`src/rtl/exec_sequencer_if.sv`:
```
// Handshake/data bus between the execute sequencer (slave) and its PC/register-file datapath (master).
// The flag signals exist only when EXEC_FLAGS_EN is defined.
interface exec_sequencer_if #(
  parameter int DW = 8
);
  logic          step;
  logic          run_sel;
  logic [DW-1:0] instr;
  logic [DW-1:0] R0;
  logic [DW-1:0] R1;
  logic [DW-1:0] R2;
  logic [DW-1:0] R3;
  logic [DW-1:0] res_alu;
  logic [1:0]    res_dest;
  logic          res_we;
  logic          pc_inc;
  logic          busy;
  logic          halted;
  logic [2:0]    state;
`ifdef EXEC_FLAGS_EN
  logic          flag_z;
  logic          flag_c;

  modport master (
    output step, run_sel, instr, R0, R1, R2, R3,
    input  res_alu, res_dest, res_we, pc_inc, busy, halted, state, flag_z, flag_c
  );

  modport slave (
    input  step, run_sel, instr, R0, R1, R2, R3,
    output res_alu, res_dest, res_we, pc_inc, busy, halted, state, flag_z, flag_c
  );
`else
  modport master (
    output step, run_sel, instr, R0, R1, R2, R3,
    input  res_alu, res_dest, res_we, pc_inc, busy, halted, state
  );

  modport slave (
    input  step, run_sel, instr, R0, R1, R2, R3,
    output res_alu, res_dest, res_we, pc_inc, busy, halted, state
  );
`endif
endinterface

```
`src/rtl/exec_sequencer.sv`:
```
// Instruction fetch/decode/execute/write-back controller with single-step and free-run modes.
// Optional macro EXEC_FLAGS_EN adds zero/carry flags updated at write-back.
module exec_sequencer #(
  parameter int DW      = 8,
  parameter bit RUN_DEF = 1'b0
) (
  input  logic            clk,
  input  logic            clr,
  exec_sequencer_if.slave bus
);

  typedef enum logic [2:0] {
    S_IDLE   = 3'd0,
    S_FETCH  = 3'd1,
    S_DECODE = 3'd2,
    S_EXEC   = 3'd3,
    S_WB     = 3'd4,
    S_IMM    = 3'd5,
    S_HALT   = 3'd6
  } state_t;

  localparam logic [3:0] OP_NOP = 4'h0;
  localparam logic [3:0] OP_ADD = 4'h1;
  localparam logic [3:0] OP_SUB = 4'h2;
  localparam logic [3:0] OP_AND = 4'h3;
  localparam logic [3:0] OP_OR  = 4'h4;
  localparam logic [3:0] OP_XOR = 4'h5;
  localparam logic [3:0] OP_NOT = 4'h6;
  localparam logic [3:0] OP_SHL = 4'h7;
  localparam logic [3:0] OP_SHR = 4'h8;
  localparam logic [3:0] OP_MOV = 4'h9;
  localparam logic [3:0] OP_INC = 4'hA;
  localparam logic [3:0] OP_DEC = 4'hB;
  localparam logic [3:0] OP_LDI = 4'hC;
  localparam logic [3:0] OP_HLT = 4'hF;

  function automatic logic [DW-1:0] alu_f(input logic [3:0] op,
                                          input logic [DW-1:0] a,
                                          input logic [DW-1:0] b);
    logic [DW-1:0] r;
    r = '0;
    case (op)
      OP_ADD:  r = a + b;
      OP_SUB:  r = a - b;
      OP_AND:  r = a & b;
      OP_OR:   r = a | b;
      OP_XOR:  r = a ^ b;
      OP_NOT:  r = ~b;
      OP_SHL:  r = {b[DW-2:0], 1'b0};
      OP_SHR:  r = {1'b0, b[DW-1:1]};
      OP_MOV:  r = b;
      OP_INC:  r = b + DW'(1);
      OP_DEC:  r = b - DW'(1);
      default: r = '0;
    endcase
    return r;
  endfunction

  // Only ADD..DEC produce a register write from EXEC; NOP and the unused D/E codes do not.
  function automatic logic writes_f(input logic [3:0] op);
    return (op >= OP_ADD) && (op <= OP_DEC);
  endfunction

  function automatic logic [DW-1:0] reg_sel_f(input logic [1:0] sel,
                                              input logic [DW-1:0] r0,
                                              input logic [DW-1:0] r1,
                                              input logic [DW-1:0] r2,
                                              input logic [DW-1:0] r3);
    logic [DW-1:0] r;
    case (sel)
      2'd0:    r = r0;
      2'd1:    r = r1;
      2'd2:    r = r2;
      default: r = r3;
    endcase
    return r;
  endfunction

  state_t        state_q, state_d;
  logic          step_q;
  logic          step_rise;
  logic          run_q, run_d;
  logic          imm_wait_q, imm_wait_d;
  logic [DW-1:0] ir_q;
  logic [DW-1:0] a_q;
  logic [DW-1:0] b_q;
  logic [DW-1:0] res_alu_q, res_alu_d;
  logic [1:0]    res_dest_q, res_dest_d;
  logic          res_we_q, res_we_d;
  logic          pc_inc_q, pc_inc_d;
  logic [3:0]    op_ir;
  logic [3:0]    op_in;
  logic [1:0]    rd_ir;
  logic [1:0]    rs_ir;
  logic [DW-1:0] alu_res;

  assign op_ir     = ir_q[7:4];
  assign rd_ir     = ir_q[3:2];
  assign rs_ir     = ir_q[1:0];
  assign op_in     = bus.instr[7:4];
  assign step_rise = bus.step & ~step_q;
  assign alu_res   = alu_f(op_ir, a_q, b_q);

  // State register
  always_ff @(posedge clk or negedge clr) begin
    if (!clr) state_q <= S_IDLE;
    else      state_q <= state_d;
  end

  // Next-state logic
  always_comb begin
    state_d = state_q;
    unique case (state_q)
      S_IDLE:   if (step_rise) state_d = S_FETCH;
      S_FETCH:  state_d = S_DECODE;
      S_DECODE: begin
        if (op_ir == OP_LDI)      state_d = S_IMM;
        else if (op_ir == OP_HLT) state_d = S_HALT;
        else                      state_d = S_EXEC;
      end
      S_EXEC:   state_d = S_WB;
      S_IMM:    if (imm_wait_q) state_d = S_WB;
      S_WB:     state_d = run_q ? S_FETCH : S_IDLE;
      S_HALT:   state_d = S_HALT;
      default:  state_d = S_IDLE;
    endcase
  end

  // Output logic: strobes are registered so they are high exactly during the cycle they belong to
  always_comb begin
    res_we_d   = 1'b0;
    pc_inc_d   = 1'b0;
    res_alu_d  = res_alu_q;
    res_dest_d = res_dest_q;
    imm_wait_d = 1'b0;
    run_d      = run_q;
    unique case (state_q)
      S_IDLE:  if (step_rise) run_d = bus.run_sel;
      // LDI advances PC during DECODE so the immediate byte is on instr by the IMM latch cycle
      S_FETCH: pc_inc_d = (op_in == OP_LDI);
      S_EXEC: begin
        res_we_d   = writes_f(op_ir);
        pc_inc_d   = 1'b1;
        res_dest_d = rd_ir;
        if (writes_f(op_ir)) res_alu_d = alu_res;
      end
      S_IMM: begin
        imm_wait_d = 1'b1;
        if (imm_wait_q) begin
          res_we_d   = 1'b1;
          pc_inc_d   = 1'b1;
          res_alu_d  = bus.instr;
          res_dest_d = rd_ir;
        end
      end
      default: ;
    endcase
  end

  always_ff @(posedge clk or negedge clr) begin
    if (!clr) begin
      step_q     <= 1'b0;
      run_q      <= RUN_DEF;
      imm_wait_q <= 1'b0;
      res_alu_q  <= '0;
      res_dest_q <= 2'd0;
      res_we_q   <= 1'b0;
      pc_inc_q   <= 1'b0;
    end else begin
      step_q     <= bus.step;
      run_q      <= run_d;
      imm_wait_q <= imm_wait_d;
      res_alu_q  <= res_alu_d;
      res_dest_q <= res_dest_d;
      res_we_q   <= res_we_d;
      pc_inc_q   <= pc_inc_d;
    end
  end

  // Instruction and operand latches carry data only and need no reset
  always_ff @(posedge clk) begin
    if (state_q == S_FETCH) ir_q <= bus.instr;
    if (state_q == S_DECODE) begin
      a_q <= reg_sel_f(rd_ir, bus.R0, bus.R1, bus.R2, bus.R3);
      b_q <= reg_sel_f(rs_ir, bus.R0, bus.R1, bus.R2, bus.R3);
    end
  end

  assign bus.res_alu  = res_alu_q;
  assign bus.res_dest = res_dest_q;
  assign bus.res_we   = res_we_q;
  assign bus.pc_inc   = pc_inc_q;
  assign bus.busy     = (state_q != S_IDLE) && (state_q != S_HALT);
  assign bus.halted   = (state_q == S_HALT);
  assign bus.state    = state_q;

`ifdef EXEC_FLAGS_EN
  function automatic logic carry_f(input logic [3:0] op,
                                   input logic [DW-1:0] a,
                                   input logic [DW-1:0] b);
    logic [DW:0] sum;
    logic        c;
    sum = {1'b0, a} + {1'b0, b};
    case (op)
      OP_ADD:  c = sum[DW];
      OP_SUB:  c = (a < b);
      OP_INC:  c = &b;
      OP_DEC:  c = (b == '0);
      OP_SHL:  c = b[DW-1];
      OP_SHR:  c = b[0];
      default: c = 1'b0;
    endcase
    return c;
  endfunction

  // Logic ops update Z and clear C; MOV, LDI and NOP leave both flags alone
  function automatic logic flag_upd_f(input logic [3:0] op);
    return writes_f(op) && (op != OP_MOV);
  endfunction

  logic flag_z_q, flag_c_q;
  logic fz_pend_q, fc_pend_q, fupd_q;

  always_ff @(posedge clk or negedge clr) begin
    if (!clr) begin
      flag_z_q  <= 1'b0;
      flag_c_q  <= 1'b0;
      fz_pend_q <= 1'b0;
      fc_pend_q <= 1'b0;
      fupd_q    <= 1'b0;
    end else begin
      if (state_q == S_EXEC) begin
        fz_pend_q <= (alu_res == '0);
        fc_pend_q <= carry_f(op_ir, a_q, b_q);
        fupd_q    <= flag_upd_f(op_ir);
      end else if (state_q == S_IMM) begin
        fupd_q    <= 1'b0;
      end
      if ((state_q == S_WB) && fupd_q) begin
        flag_z_q <= fz_pend_q;
        flag_c_q <= fc_pend_q;
      end
    end
  end

  assign bus.flag_z = flag_z_q;
  assign bus.flag_c = flag_c_q;
`endif

endmodule
```
`src/flat_wrapper.sv`:
```
// flat-port wrapper written by rule: the top's interface ports become plain ports
module exec_sequencer_flat 
#(
  parameter int DW      = 8,
  parameter bit RUN_DEF = 1'b0
)
  (clk, clr, bus_step, bus_run_sel, bus_instr, bus_R0, bus_R1, bus_R2, bus_R3, bus_res_alu, bus_res_dest, bus_res_we, bus_pc_inc, bus_busy, bus_halted, bus_state);
  exec_sequencer_if #(.DW(DW)) bus_i ();
  input  logic clk;
  input  logic clr;
  input wire logic [$bits(bus_i.step)-1:0] bus_step;
  input wire logic [$bits(bus_i.run_sel)-1:0] bus_run_sel;
  input wire logic [$bits(bus_i.instr)-1:0] bus_instr;
  input wire logic [$bits(bus_i.R0)-1:0] bus_R0;
  input wire logic [$bits(bus_i.R1)-1:0] bus_R1;
  input wire logic [$bits(bus_i.R2)-1:0] bus_R2;
  input wire logic [$bits(bus_i.R3)-1:0] bus_R3;
  output wire logic [$bits(bus_i.res_alu)-1:0] bus_res_alu;
  output wire logic [$bits(bus_i.res_dest)-1:0] bus_res_dest;
  output wire logic [$bits(bus_i.res_we)-1:0] bus_res_we;
  output wire logic [$bits(bus_i.pc_inc)-1:0] bus_pc_inc;
  output wire logic [$bits(bus_i.busy)-1:0] bus_busy;
  output wire logic [$bits(bus_i.halted)-1:0] bus_halted;
  output wire logic [$bits(bus_i.state)-1:0] bus_state;
  assign bus_i.step = bus_step;
  assign bus_i.run_sel = bus_run_sel;
  assign bus_i.instr = bus_instr;
  assign bus_i.R0 = bus_R0;
  assign bus_i.R1 = bus_R1;
  assign bus_i.R2 = bus_R2;
  assign bus_i.R3 = bus_R3;
  assign bus_res_alu = bus_i.res_alu;
  assign bus_res_dest = bus_i.res_dest;
  assign bus_res_we = bus_i.res_we;
  assign bus_pc_inc = bus_i.pc_inc;
  assign bus_busy = bus_i.busy;
  assign bus_halted = bus_i.halted;
  assign bus_state = bus_i.state;
  exec_sequencer #(.DW(DW), .RUN_DEF(RUN_DEF)) u_core (.clk(clk), .clr(clr), .bus(bus_i));
endmodule
```
`config.mk`:
```
export PLATFORM = sky130hd
export DESIGN_NAME = exec_sequencer_flat
export DESIGN_NICKNAME = d
export VERILOG_FILES = /design/src/rtl/exec_sequencer_if.sv /design/src/rtl/exec_sequencer.sv /design/src/flat_wrapper.sv
export SDC_FILE = /design/constraint.sdc
export NUM_CORES = 1
export LEC_CHECK = 0
export ABC_AREA = 0
export BUFFER_PORTS_ARGS = -buffer_cell sky130_fd_sc_hd__buf_2
export CORE_ASPECT_RATIO = 2
export CORE_MARGIN = 2
export CORE_UTILIZATION = 58
export DETAILED_ROUTE_END_ITERATION = 6
export GPL_TIMING_DRIVEN = 1
export PLACE_DENSITY = 0.82
export SLEW_MARGIN = 5
export SYNTH_ARGS = -nofsm -noshare
export SYNTH_HDL_FRONTEND = slang
export SYNTH_SLANG_ARGS = --single-unit
```
`constraint.sdc`:
```
create_clock -name clk -period 3.2 [get_ports clk]
set_input_delay 0.64 -clock clk [delete_from_list [all_inputs] [get_ports clk]]
set_output_delay 0.64 -clock clk [all_outputs]
set_load 0.05 [all_outputs]
```
======== After elaboration in Yosys (flattened, before gate mapping) ========
Cells that the tools add are included.
operators by class
  add/subtract/negate cells ............... 4
  $lt $le $gt $ge ......................... 2
  equal/unequal tests ..................... 28
  muxes and demuxes ....................... 18
  bitwise operators ....................... 6
  reductions and logical operators ........ 11
operators by type and width
  cell                 count
  $pmux 8 s11          1
  $pmux 8 s3           2
  $eq 4x4->1 const B   7
  $pmux 3 s7           1
  $eq 4x3->1 const B   4
  $mux 8               2
  $pmux 8 s2           1
  $mux 3               4
  $eq 3x3->1 const B   3
  $add 8x1->8 const B  1
  $add 8x8->8          1
  $and 8x8->8          1
  $eq 4x2->1 const B   2
  $not 8->8            1
  $or 8x8->8           1
  $sub 8x1->8 const B  1
  $sub 8x8->8          1
  $xor 8x8->8          1
  $eq 3x2->1 const B   2
  $ne 2x1->1 const B   3
  $reduce_and 2->1     3
  $eq 2x1->1 const B   2
  $eq 2x2->1 const B   2
  $eq 4x1->1 const B   1
  other kinds (17)     21
word-level totals
  register bits after elaboration ......... 42
  output and inout bits ................... 17
  word-level logic and storage cells ...... 80

======== Depth between registers and ports, before layout ========
  depth after elaboration ................. 4
  depth in mapped cells ................... 12
  gate-level depth less buffers ........... 12

======== Worst setup path before layout ========
No wires, ideal clock.
  path type ............................... reg-to-reg
  from .................................... reg u_core.ir_q[6]
  to ...................................... reg u_core.res_alu_q[7] (netlist: u_core.bus.res_alu[7])
  library setup time ...................... 0.129 ns
  arrival time ............................ 2.439 ns
  slack ................................... 0.632 ns
  stages on the path, launching flop included .. 12
  period minus slack after synthesis ...... 2.568 ns
  cell sequence ........................... edfxtp_1 buf_2 nand4b_2 o21a_1 inv_1 ha_1 nor2b_1 o31a_1 o21a_1 a311oi_1 xor2_1 o21ai_2
between the ends
  word-level cells in the longest chain between the ends .. 4
RTL lines
  element                                                  RTL line                                    source
  start, declared                                          exec_sequencer.sv:84                        logic [DW-1:0] ir_q;
  start signal, assigned                                   exec_sequencer.sv:182                       if (state_q == S_FETCH) ir_q <= bus.instr;
  $eq 4x4->1 (tied with other cells)                       exec_sequencer.sv:42                        case (op)
  $pmux 8 s11 / $logic_and 1x1->1 (equally long branches)  exec_sequencer.sv:42, exec_sequencer.sv:61
  $mux 8 / $ne 2x1->1 (equally long branches)              n/a
  $pmux 8 s2 / $reduce_and 3->1 (equally long branches)    n/a
  end signal, assigned                                     exec_sequencer.sv:173                       res_alu_q <= res_alu_d;
  end, declared                                            exec_sequencer.sv:87                        logic [DW-1:0] res_alu_q, res_alu_d;
Parallel ways exist; a longest one is shown, timed or not. The select of a mux whose other input is x is not followed.
A chain may end at the register's enable or synchronous reset.

======== Worst setup path in the final report ========
  from .................................... reg u_core.ir_q[7]
  to ...................................... reg u_core.res_alu_q[4] (netlist: u_core.bus.res_alu[4])
Same word-level chain as after synthesis.

==> run_results.csv <==
group,metric,value,unit
status,status,"complete, no violations",
synthesis,synth_nets,474,
clocking,cts_tree,"yes",
worst_setup_path,max_stage_delay,0.47,ns
floorplan,dieArea,7210,sq um
sta,timing.setup.tns,0,ns
power_and_ir_drop,power_per_cell_area,940,nW/um^2
clocking,root_buffer,"clkbuf_16",
worst_setup_path,critPathRequiredTime,3.39,ns
placed_design,hpwlAfterDp,9110,microns
hold_path,min_path_type,"input port to async pin",
global_routing,grt_antenna_before_repair,0,
placed_design,gp_congestion,1.04,
sta,hold_ws,0.270,ns
clocking,numCtsBuffers,5,
global_routing,grt_pass1_wl,18400,microns
floorplan,start_util,59.9,%
detailed_routing,remaining_drc_errors,0,
synthesis,synthCells,396,
clocking,holdBufCountCts,0,
synthesis,synth.largest_area_cell,"edfxtp_1",
sta,finalHoldViolCount,0,
placed_design,io_buffers,60,
clocking,ctsResizeCount,0,
synthesis,synth_area,3780,sq um
clocking,h-tree-depth,2,
clocking,cts_setup_buffers,0,
synthesis,synth_fa_ha_area_share,11.7,%
sta,max_clock_freq,0.339,GHz
synthesis,ys.flop_type,"edfxtp_1",
clocking,clk_latency,0.29,ns
clocking,clock_sinks,42,
final_layout,area_growth,14.3,%
final_layout,fin_area,4320,sq um
synthesis,synth_top_family_by_area,"simple AND/OR/NAND/NOR gates",
worst_setup_path,cp_cell_sequence,"and3b_1 -> or2_2 -> ha_1 -> fa_1 -> nand2b_1 -> nand2b_1 -> nand2_1 -> a211oi_1 -> a211oi_1 -> o31ai_1",
synthesis,yosysUniqueCellTypes,68,
synthesis,synth_xor_area_share,2.32,%
global_routing,gr-total-overflow,0,
global_routing,grt_use_total,35.6,%
worst_setup_path,cp-end-kind,"register",
floorplan,chipWidth,61.1,microns
sta,min_period,2.95,ns
worst_setup_path,cp_max_fo,10,
worst_setup_path,r2r_start,"u_core.ir_q[7]",
floorplan,die_h,118,microns
sta,period_share,92.1,%
power_and_ir_drop,p_leak,0.00186,uW
floorplan,boundaryPins,61,
clocking,worst_setup_hold_path_clk_slew,0.06,ns
synthesis,synth-edff-count,24,
sta,slew_viol_final,0,
detailed_routing,postRouteAntennaNets,0,
detailed_routing,firstDrtPassIters,4,
power_and_ir_drop,ir_drop,0.720,mV
synthesis,synth_async_sr_flop_share,42.9,%
detailed_routing,drt-initial-drc-count,195,
detailed_routing,vias_per_cell,6.33,
worst_setup_path,startpoint_type,"register",
sta,relSlewSlack,52.6,%
sta,fin_worst_skew,0.00504,ns
synthesis,synth_commonest_cells,"32 x ha_1, 32 x nand2_1, 28 x nor2_1, 25 x o21ai_0",
floorplan,core-area,6310,sq um
sta,setup_viol,0,
clocking,cts_buffer_depth,2,
final_layout,drive_above_1_share,24.4,%
synthesis,ys_warn_count,0,
final_layout,nNetsFinal,531,
detailed_routing,vias,3418,
floorplan,rows,41,
sta,tightest_slew,0.707,ns
synthesis,synthTopCellsByArea,"edfxtp_1 19%, dfrtp_1 12%, ha_1 11%",
synthesis,syn_avg_cell_area,9.54,sq um
synthesis,muxShareOfSynthArea,13.1,%
sta,rsz0062_at_grt,"false",
global_routing,grt_max_degree,40,
synthesis,synth-simple-area-share,18.4,%
worst_setup_path,slowest_stage,"edfxtp_1",
final_layout,diodes,0,
worst_setup_path,worstSetupPathType,"register to register",
run,drv_cap,0,
synthesis,ys_ff_latch,42,
detailed_routing,wire_per_inst,21.6,microns
global_routing,grt_pass1_vias,3545,
power_and_ir_drop,fin_total_pwr,4060,uW
worst_setup_path,critical_path_arrival,3.14,ns
synthesis,yosys.area.top_type_share,19.1,%
worst_setup_path,startpoint,"u_core.ir_q[7]",
detailed_routing,wirelength,11700,microns
synthesis,synth-compound-area-share,17.9,%
placed_design,placed_cell_area,4170,sq um
synthesis,synth_seq_area_share,31.0,%
[flip-flops by register name (all words and copies together), names as in the netlist]
register and flops:
u_core.bus.pc_inc 1, u_core.bus.res_we 1, u_core.bus.res_alu 8, u_core.step_q 1, u_core.imm_wait_q 1, u_core.a_q 8
u_core.bus.res_dest 2, u_core.ir_q 8, u_core.bus.state 3, u_core.b_q 8, u_core.run_q 1
[through the flow]
stage	utilization (%)	cells	setup WS [ns]
2_1_floorplan	-	396	0.632
3_3_place_gp	66.1	532	0.293
3_5_place_dp	66.1	532	0.279
4_1_cts	68.5	540	0.272
5_1_grt	68.5	540	0.113
6_report	68.5	540	0.253
[worst max-delay path, delay by kind of cell (launching register included)]
| family | cells | cell delay, ns |
|---|---|---|
| DFF | 1 | 0.47 |
| adders and majority gates | 2 | 0.61 |
| AOI/OAI and AO/OA | 3 | 0.76 |
| and+or+nand+nor | 5 | 1.01 |
[area by class of cell]
| class | count | area, sq um |
|---|---|---|
| inverter | 26 | 97.6 |
| clock inverter | 3 | 21.3 |
| timing repair buffer | 74 | 405 |
| fill | 523 | 1990 |
| clock buffer | 5 | 125 |
| multi-input combinational | 304 | 2390 |
| sequential | 42 | 1170 |
| tap | 86 | 108 |
[worst paths after layout]
path,to,slack (ns),depth (start not counted)
max reg2reg,u_core.bus.res_alu[4],0.25,10
min in group clk,u_core.step_q,0.46,1
min reg2reg,u_core.bus.res_alu[2],0.49,2
max in group asynchronous,u_core.bus.res_alu[1],2.64,1
min,u_core.bus.res_we,0.27,1
max,u_core.bus.res_alu[4],0.25,10
[logic make-up after synthesis]
logic type | count (synthesis)
buffers and inverters | 50
adder cells (fa/ha/maj) | 34
XOR/XNOR | 10
AND/OR/NAND/NOR | 130
flip-flops | 42
multiplexers | 28
AO/OA/AOI/OAI | 102
[power breakdown]
group | total [uW] | internal, uW | leakage (uW) | switching [uW]
Clock | 515 | 289 | 0.0000698 | 226
Sequential | 1060 | 810 | 0.000449 | 254
Combinational | 2480 | 934 | 0.00134 | 1550
[routing by layer]
layer	share of wire, %	wire [microns]	GRT usage, %
met4	10	1220	29.6
met2	52	6010	56.7
met3	5.4	625	7.88
met1	33	3810	37.3
met5	0	0	0
[layout by cell type, fill, tap and decap left out, types with 3 or more instances in the layout]
| master | netlist | final |
|---|---|---|
| nand3b_1 | 3 | 3 |
| a22o_1 | 5 | 5 |
| o21a_1 | 5 | 5 |
| a21o_1 | 3 | 3 |
| clkbuf_16 | 0 | 5 |
| mux2i_1 | 3 | 3 |
| buf_2 | 13 | 60 |
| ha_1 | 32 | 32 |
| edfxtp_1 | 24 | 24 |
| o21ai_0 | 25 | 25 |
| nand3_1 | 10 | 10 |
| dfrtp_1 | 18 | 18 |
| nor2_1 | 28 | 28 |
| a21oi_1 | 15 | 15 |
| and2_1 | 3 | 3 |
| mux4_2 | 16 | 16 |
| a22oi_1 | 5 | 5 |
| nor3b_1 | 4 | 4 |
| xor2_1 | 3 | 3 |
| xnor2_1 | 7 | 7 |
| o31ai_1 | 4 | 4 |
| mux2_1 | 6 | 6 |
| nor3_1 | 7 | 7 |
| inv_1 | 24 | 24 |
| nand2b_1 | 9 | 9 |
| a211oi_1 | 5 | 5 |
| o21ai_1 | 8 | 8 |
| nor4_1 | 3 | 3 |
| a32oi_1 | 3 | 3 |
| nor2b_1 | 12 | 12 |
| buf_4 | 1 | 14 |
| a31oi_1 | 4 | 4 |
| nand2_1 | 32 | 32 |
| or3_1 | 6 | 6 |
No activity file was read; power rests on OpenSTA's default activity.
